===== src/rtl/create_huffman_tree.sv =====
// Builds a 4-leaf Huffman tree from leaf weights and emits 7 packed node words {parent, branch, weight}.
// Define ZERO_WEIGHT_BUMP_EN to load zero leaf weights as 1.
module create_huffman_tree #(
    parameter int          WEIGHT_W    = 8,
    parameter logic [3:0]  ROOT_TAG    = 4'hF,
    parameter logic [1:0]  BUILD_STATE = 2'b01
) (
    input  logic                  CLK,
    input  logic                  nRST,
    input  logic [1:0]            state,
    input  logic [WEIGHT_W-1:0]   weight_1,
    input  logic [WEIGHT_W-1:0]   weight_2,
    input  logic [WEIGHT_W-1:0]   weight_3,
    input  logic [WEIGHT_W-1:0]   weight_4,
    output logic [WEIGHT_W+4:0]   info_node_1,
    output logic [WEIGHT_W+4:0]   info_node_2,
    output logic [WEIGHT_W+4:0]   info_node_3,
    output logic [WEIGHT_W+4:0]   info_node_4,
    output logic [WEIGHT_W+4:0]   info_node_5,
    output logic [WEIGHT_W+4:0]   info_node_6,
    output logic [WEIGHT_W+4:0]   info_node_7,
    output logic                  done,
    output logic                  sat
);
    localparam int NW = WEIGHT_W + 5;

    // The leaf load happens on the IDLE exit edge, so scanning starts on the next cycle.
    typedef enum logic [1:0] {S_IDLE, S_SCAN, S_MERGE, S_DONE} fsm_t;

    fsm_t                fsm_q, fsm_d;
    logic [NW-1:0]       node_q [7];
    logic [NW-1:0]       node_d [7];
    logic [6:0]          valid_q, valid_d;
    logic [2:0]          scan_idx_q, scan_idx_d;
    logic [1:0]          merge_cnt_q, merge_cnt_d;
    logic [2:0]          min1_q, min1_d, min2_q, min2_d;
    logic                min1_vld_q, min1_vld_d, min2_vld_q, min2_vld_d;
    logic                sat_q, sat_d, done_q, done_d;

    logic [WEIGHT_W-1:0] w_in   [4];
    logic [WEIGHT_W-1:0] w_load [4];
    logic                build;
    logic [NW-1:0]       cur;
    logic                cur_active;
    logic [WEIGHT_W-1:0] cur_w, w1, w2, new_w;
    logic [WEIGHT_W:0]   sum;
    logic [2:0]          new_idx;
    logic [3:0]          new_num;

    assign w_in[0] = weight_1;
    assign w_in[1] = weight_2;
    assign w_in[2] = weight_3;
    assign w_in[3] = weight_4;

    generate
        for (genvar gi = 0; gi < 4; gi++) begin : g_load
`ifdef ZERO_WEIGHT_BUMP_EN
            assign w_load[gi] = (w_in[gi] == '0) ? WEIGHT_W'(1) : w_in[gi];
`else
            assign w_load[gi] = w_in[gi];
`endif
        end
    endgenerate

    assign build      = (state == BUILD_STATE);
    assign cur        = node_q[scan_idx_q];
    assign cur_w      = cur[WEIGHT_W-1:0];
    assign cur_active = valid_q[scan_idx_q] && (cur[NW-1 -: 4] == ROOT_TAG);
    assign w1         = node_q[min1_q][WEIGHT_W-1:0];
    assign w2         = node_q[min2_q][WEIGHT_W-1:0];
    assign sum        = {1'b0, w1} + {1'b0, w2};
    assign new_w      = sum[WEIGHT_W] ? '1 : sum[WEIGHT_W-1:0];
    assign new_idx    = 3'd4 + {1'b0, merge_cnt_q};
    assign new_num    = 4'd5 + {2'b00, merge_cnt_q};

    always_comb begin
        fsm_d       = fsm_q;
        node_d      = node_q;
        valid_d     = valid_q;
        scan_idx_d  = scan_idx_q;
        merge_cnt_d = merge_cnt_q;
        min1_d      = min1_q;
        min2_d      = min2_q;
        min1_vld_d  = min1_vld_q;
        min2_vld_d  = min2_vld_q;
        sat_d       = sat_q;
        done_d      = 1'b0;
        case (fsm_q)
            S_IDLE: begin
                if (build) begin
                    for (int i = 0; i < 4; i++) node_d[i] = {ROOT_TAG, 1'b0, w_load[i]};
                    for (int i = 4; i < 7; i++) node_d[i] = '0;
                    valid_d     = 7'b000_1111;
                    scan_idx_d  = '0;
                    merge_cnt_d = '0;
                    min1_vld_d  = 1'b0;
                    min2_vld_d  = 1'b0;
                    sat_d       = 1'b0;
                    fsm_d       = S_SCAN;
                end
            end
            S_SCAN: begin
                if (!build) begin
                    fsm_d = S_IDLE;
                end else begin
                    // Strict < while scanning upward makes the lower index win ties.
                    if (cur_active) begin
                        if (!min1_vld_q || cur_w < w1) begin
                            min2_d     = min1_q;
                            min2_vld_d = min1_vld_q;
                            min1_d     = scan_idx_q;
                            min1_vld_d = 1'b1;
                        end else if (!min2_vld_q || cur_w < w2) begin
                            min2_d     = scan_idx_q;
                            min2_vld_d = 1'b1;
                        end
                    end
                    if (scan_idx_q == 3'd6) begin
                        scan_idx_d = '0;
                        fsm_d      = S_MERGE;
                    end else begin
                        scan_idx_d = scan_idx_q + 3'd1;
                    end
                end
            end
            S_MERGE: begin
                if (!build) begin
                    fsm_d = S_IDLE;
                end else begin
                    node_d[new_idx]  = {ROOT_TAG, 1'b0, new_w};
                    valid_d[new_idx] = 1'b1;
                    node_d[min1_q]   = {new_num, 1'b0, w1};
                    node_d[min2_q]   = {new_num, 1'b1, w2};
                    if (sum[WEIGHT_W]) sat_d = 1'b1;
                    merge_cnt_d = merge_cnt_q + 2'd1;
                    min1_vld_d  = 1'b0;
                    min2_vld_d  = 1'b0;
                    fsm_d       = (merge_cnt_q == 2'd2) ? S_DONE : S_SCAN;
                end
            end
            S_DONE: begin
                if (build) done_d = 1'b1;
                else       fsm_d  = S_IDLE;
            end
            default: fsm_d = S_IDLE;
        endcase
    end

    always_ff @(posedge CLK) begin
        if (!nRST) begin
            fsm_q       <= S_IDLE;
            for (int i = 0; i < 7; i++) node_q[i] <= '0;
            valid_q     <= '0;
            scan_idx_q  <= '0;
            merge_cnt_q <= '0;
            min1_q      <= '0;
            min2_q      <= '0;
            min1_vld_q  <= 1'b0;
            min2_vld_q  <= 1'b0;
            sat_q       <= 1'b0;
            done_q      <= 1'b0;
        end else begin
            fsm_q       <= fsm_d;
            node_q      <= node_d;
            valid_q     <= valid_d;
            scan_idx_q  <= scan_idx_d;
            merge_cnt_q <= merge_cnt_d;
            min1_q      <= min1_d;
            min2_q      <= min2_d;
            min1_vld_q  <= min1_vld_d;
            min2_vld_q  <= min2_vld_d;
            sat_q       <= sat_d;
            done_q      <= done_d;
        end
    end

    assign info_node_1 = node_q[0];
    assign info_node_2 = node_q[1];
    assign info_node_3 = node_q[2];
    assign info_node_4 = node_q[3];
    assign info_node_5 = node_q[4];
    assign info_node_6 = node_q[5];
    assign info_node_7 = node_q[6];
    assign done        = done_q;
    assign sat         = sat_q;
endmodule

===== config.mk =====
export PLATFORM = sky130hd
export DESIGN_NAME = create_huffman_tree
export DESIGN_NICKNAME = d
export VERILOG_FILES = /design/src/rtl/create_huffman_tree.sv
export SDC_FILE = /design/constraint.sdc
export NUM_CORES = 1
export LEC_CHECK = 0
export CORE_ASPECT_RATIO = 1.25
export CORE_UTILIZATION = 45
export DETAILED_ROUTE_END_ITERATION = 6
export DONT_BUFFER_PORTS = 1
export PLACE_DENSITY = 0.63
export SYNTH_ARGS = -nofsm -noshare
export SYNTH_HDL_FRONTEND = slang
export SYNTH_SLANG_ARGS = --single-unit

===== constraint.sdc =====
create_clock -name CLK -period 11.2 [get_ports CLK]
set_input_delay 2.24 -clock CLK [delete_from_list [all_inputs] [get_ports CLK]]
set_output_delay 2.24 -clock CLK [all_outputs]
set_load 0.01 [all_outputs]

Word level (Yosys, flattened, before mapping) --
Index checks and enable logic that the tools add are counted.
Operators by class: add/sub/neg operators 5, multipliers 0, divide/modulo/power cells 0, magnitude comparators 12, eq/ne operators 17, shift-type cells 0, mux-type cells 59, bitwise logic cells 5, reductions and logical operators 24
Operator list (number):
- $bwmux W91 | 3
- $mux W91 | 2
- $pmux W91 S2 | 1
- $bmux W13 S3 | 3
- $demux W13 S3 | 3
- $mux W13 | 5
- $mux W8 | 5
- $ge A4 B4 Y1 const B | 4
- $lt A8 B8 Y1 | 2
- $mux W2 | 8
- $not A3 Y4 | 4
- $mux W3 | 5
- $mux W7 | 2
- $ne A2 B2 Y1 const B | 7
- $pmux W7 S2 | 1
- $mux W1 | 13
- $lt A4 B1 Y1 const B | 3
- $reduce_and A4 Y1 | 3
- $reduce_and A5 Y1 | 2
- $add A8 B8 Y9 | 1
- $reduce_and A3 Y1 | 3
- $lt A3 B4 Y1 const B | 2
- $pmux W2 S4 | 1
- $reduce_bool A2 Y1 | 4
- other kinds (23) | 35
Word-level totals: register bits 115, bits in latches 0, bits in writable memories 0, bits in read-only memories 0, input bits 36, output and inout bits 93, logic and storage cells 139, memories 0

Longest topological paths before layout --
depth in word-level cells 11, depth in mapped cells 15, mapped depth without buffers 12

Least setup slack after synthesis --
OpenSTA, ideal clock, no wires.
path type input -> register, from in state[0], to reg node_q, in the netlist info_node_5[4], library setup time 74 ps, data arrival time 3592 ps, required time 11126 ps, path slack 7533 ps, cell stages on the path 7, path buffers 1, path through nor2b_1 -> nand2b_1 -> clkbuf_1 -> a21oi_2 -> nand2_1 -> a221o_1 -> a31oi_1
On the way: cells in the longest elaborated chain, start to end 3, elaborated cells on any way between the ends 4, those cells by class eq/ne: 3; reduce/logical: 1
RTL lines:
- start, declared | RTL line 10 | input logic [1:0] state,
- $eq A2 B1 Y1 * | RTL line 65 | assign build = (state == BUILD_STATE);
- $ne A2 B2 Y1 (no source line)
- $reduce_and A3 Y1 (no source line) *
- end signal, assigned | RTL line 164 | node_q <= node_d;
- end, declared | RTL line 31 | logic [NW-1:0] node_q [7];
Every way passes the cells marked *; elsewhere a longest branch is shown, timed or not. A chain may end at the register's enable or synchronous reset.

Worst setup path in the final report --
from reg min2_q[1], to reg node_q, in the netlist info_node_6[0]
On the way: cells in the longest elaborated chain, start to end 11, elaborated cells on any way between the ends 16, those cells by class add/sub: 1; order compare: 2; mux: 11; bitwise: 1; reduce/logical: 1
RTL lines:
- start, declared | RTL line 36 | logic [2:0] min1_q, min1_d, min2_q, min2_d;
- start signal, assigned | RTL line 169 | min2_q <= min2_d;
- $not A3 Y4 (not written as such) * | RTL line 70, 133
- $bmux W13 S3 | RTL line 70 | assign w2 = node_q[min2_q][WEIGHT_W-1:0];
- $mux W8 (not written as such) (2 in a row) | RTL line 70
- $add A8 B8 Y9 | RTL line 71 | assign sum = {1'b0, w1} + {1'b0, w2};
- $mux W8 | RTL line 72 | assign new_w = sum[WEIGHT_W] ? '1 : sum[WEIGHT_W-1:0];
- $bwmux W91 | RTL line 130 | node_d[new_idx] = {ROOT_TAG, 1'b0, new_w};
- $bwmux W91 | RTL line 132 | node_d[min1_q] = {new_num, 1'b0, w1};
- $bwmux W91 * | RTL line 133 | node_d[min2_q] = {new_num, 1'b1, w2};
- $mux W91 * | RTL line 127 | if (!build) begin
- $pmux W91 S2 * | RTL line 88 | case (fsm_q)
Every way passes the cells marked *; elsewhere a longest branch is shown, timed or not. The select of a mux whose other input is x is not followed.

==> results.sh <==
export IMPL_rsz0062_at_grt="no"
export IMPL_min_path_type="register to register"
export IMPL_ys_seq_area_share_pct=28.7
export IMPL_antenna_found_initial=0
export IMPL_holdBufCountCts=0
export IMPL_crit_chain="buf_4, mux4_2, mux2i_1, inv_1, ha_1, a21o_1, a211o_1, a2111oi_2, nor2_1, o311ai_1, a21oi_1"
export IMPL_syn_area_per_cell_um2=7.92
export IMPL_fillers=1703
export IMPL_first_global_vias=7475
export IMPL_power_leakage_nw=2.92
export IMPL_ys_warn_count=0
export IMPL_syn_instance_count=986
export IMPL_syn_area_mm2=0.00781
export IMPL_fin_nets=1008
export IMPL_fmax_mhz=224
export IMPL_postCtsSetupRepairBufs=0
export IMPL_drtPass1Iterations=6
export IMPL_ys_top_cells_by_count="nor2_1, dfxtp_1, a21oi_1, nand2_1, o21ai_0"
export IMPL_dpl_cell_count=1154
export IMPL_synth_nets=1049
export IMPL_finalHoldViolCount=0
export IMPL_cts_tree="done"
export IMPL_synth_top_flop_cell="dfxtp_1"
export IMPL_cts_buffers=9
export IMPL_fin_setup_tns_ps=0
export IMPL_reg2reg_slack_ps=6730
export IMPL_layout_min_cycle_time_ps=4470
export IMPL_worst_r2r_cell_count=11
export IMPL_cp_max_fo=35
export IMPL_yosys_area_top_type="dfxtp_1"
export IMPL_area_growth_pct=5.38
export IMPL_crit_family="compound AO/OA/AOI/OAI gates"
export IMPL_cp_start_kind="register"
export IMPL_fp_dieW_um=120
export IMPL_grt_max_degree=83
export IMPL_hp_start="valid_q[5]$_SDFFE_PN0P_"
export IMPL_status="completed"
export IMPL_yosysTopAreaCellShare_pct=28.7
export IMPL_drive_gt1_share_pct=9.47
export IMPL_start_util_pct=46.2
export IMPL_rr_startpoint="min2_q[1]$_SDFFE_PN0P_"
export IMPL_portBuffers=0
export IMPL_whs_ps=480
export IMPL_cp_end_kind="register"
export IMPL_drtIter0Drc=1057
export IMPL_grt_use_total_pct=34.9
export IMPL_synth_enable_flop_cells=0
export IMPL_clock_path_buffers=2
export IMPL_stdcell_count=1170
export IMPL_critPathArrivalTime_ps=4690
export IMPL_timing_final_crit_share_pct=39.9
export IMPL_slew_limit_headroom_pct=19.0
export IMPL_finalSetupViolations=0
export IMPL_post_drt_wl_per_cell_um=26.8
export IMPL_cp_required_ps=11420
export IMPL_netlist_top_cells_area="dfxtp_1, a21oi_1, nor2_1, mux4_2, o21ai_0"
export IMPL_core_area_mm2=0.0169
export IMPL_grt_pass1_wl_um=46400
export IMPL_crit_buf_inv=2
export IMPL_whs_path_depth=2
export IMPL_min_to="valid_q[5]$_SDFFE_PN0P_"
export IMPL_drv_slew=0
export IMPL_multi_input_area_mm2=0.00514
export IMPL_critPathSlowestCell="mux2i_1"
export IMPL_antenna_cells=0
export IMPL_cts_sinks=112
export IMPL_cap_viol_max_count=0
export IMPL_clk_pin_slew_ps=80
export IMPL_rows=53
export IMPL_gr_total_overflow=0
export IMPL_gp_congestion=1.03
export IMPL_cpPeakStageDelay_ps=730
export IMPL_viasPerCell=6.95
export IMPL_ant_nets=0
export IMPL_clk_latency_ps=380
export IMPL_die_h_um=149
export IMPL_dieArea_mm2=0.0179
export IMPL_cts_root_buf="clkbuf_16"
export IMPL_cts_resized=0
export IMPL_drc=0
export IMPL_yosysUniqueCellTypes=80
export IMPL_h_tree_depth=3
export IMPL_top_level_ports=129
export IMPL_power_density_mw_per_mm2=111
export IMPL_fin_skew_ps=9.55
export IMPL_crit_type="register to register"
export IMPL_ff_latch_area_mm2=0.00224
export IMPL_dp_hpwl_um=22600
export IMPL_rr_endpoint="info_node_6[0]$_SDFFE_PN0P_"
export IMPL_irDropWorstVdd_mv=0.0790
export IMPL_worst_slew_pin_slew_ps=1180
export IMPL_totalWireLength_um=31300
export IMPL_synth_most_common_cell="nor2_1"
export IMPL_synth_seq_cells=112
export IMPL_async_reset_ff_share_pct=0
export IMPL_num_vias=8128
[registers in the layout, indices dropped and copies added, names as in the netlist]
signal       count
fsm_q            2
min1_q           3
info_node_4     13
min2_vld_q       1
info_node_7     13
info_node_3     13
valid_q          4
sat              1
info_node_1     13
info_node_2     13
info_node_5     13
done             1
merge_cnt_q      2
min2_q           3
min1_vld_q       1
scan_idx_q       3
info_node_6     13
[report_power, final]
group / internal, W / switching [W]
Combinational: 0.0000387 / 0.0000707
Sequential: 0.000412 / 0.0000334
Clock: 0.000181 / 0.000177
[layout by cell type (no fill, tap or decap), types with 8 or more instances in the layout]
cell	Yosys	routed
a211oi_1	27	27
a21o_1	9	9
a21oi_1	109	108
a221oi_1	11	11
a22oi_1	14	14
a311oi_1	8	8
buf_4	4	17
clkbuf_16	0	9
dfxtp_1	112	112
ha_1	26	26
inv_1	28	28
mux2_2	9	9
mux2i_1	34	34
mux4_2	17	17
nand2_1	90	90
nand2b_1	16	15
nand3_1	26	26
nand4_1	12	12
nor2_1	126	126
nor2b_1	11	10
nor3_1	9	9
o211ai_1	12	12
o21ai_0	69	69
o221ai_1	10	10
o22ai_1	9	9
[how the worst max path moves through the flow]
stage,endpoint,cells after the start,slack [ps],startpoint
6_report,info_node_6[0]$_SDFFE_PN0P_,11,6730,min2_q[1]$_SDFFE_PN0P_
5_1_grt,info_node_6[0]$_SDFFE_PN0P_,11,6480,min2_q[1]$_SDFFE_PN0P_
4_1_cts,info_node_6[0]$_SDFFE_PN0P_,12,7000,min1_q[2]$_SDFFE_PN0P_
3_5_place_dp,info_node_2[3]$_SDFFE_PN0P_,7,6630,state[0]
3_3_place_gp,info_node_2[3]$_SDFFE_PN0P_,7,6700,state[0]
2_1_floorplan,info_node_5[4]$_SDFFE_PN0P_,7,7530,state[0]
[final cells by class]
class,count,share of cell area [%]
Clock buffer,9,2.74
Clock inverter,7,1.17
Timing Repair Buffer,17,1.55
Multi-Input combinational cell,773,62.5
Tap cell,220,3.34
Inverter,32,1.46
Sequential cell,112,27.2
[routing by layer]
layer	GRT usage, %	wire length, um
met1	41.3	11300
met4	24.1	2290
met2	53.6	13900
met5	0	0
met3	10.9	3750
[metrics by stage]
step,worst slack (ps),total power (W),utilization [%],area [um^2]
3_3_place_gp,6700,0.000559,46.8,7910
2_1_floorplan,7530,0.000520,-,7810
3_5_place_dp,6630,0.000560,46.8,7910
4_1_cts,7000,0.000913,48.7,8230
5_1_grt,6480,0.000939,48.7,8230
6_report,6730,0.000914,48.7,8230
[cells by family after synthesis]
| family | share of synthesized area, % |
|---|---|
| muxes | 10.6 |
| xor gates and xnor gates | 0.336 |
| DFF | 28.7 |
| adders and majority gates | 4.42 |
| buffers and inverters | 5.75 |
| AOI/OAI and AO/OA | 30.6 |
| and+or+nand+nor | 19.6 |
[tightest hold or removal path: stages (launching register included)]
cell	delay, ps
dfxtp_1	330
a21oi_1	40
nor2_1	70
Note: power is estimated with default switching activity, not from simulation.
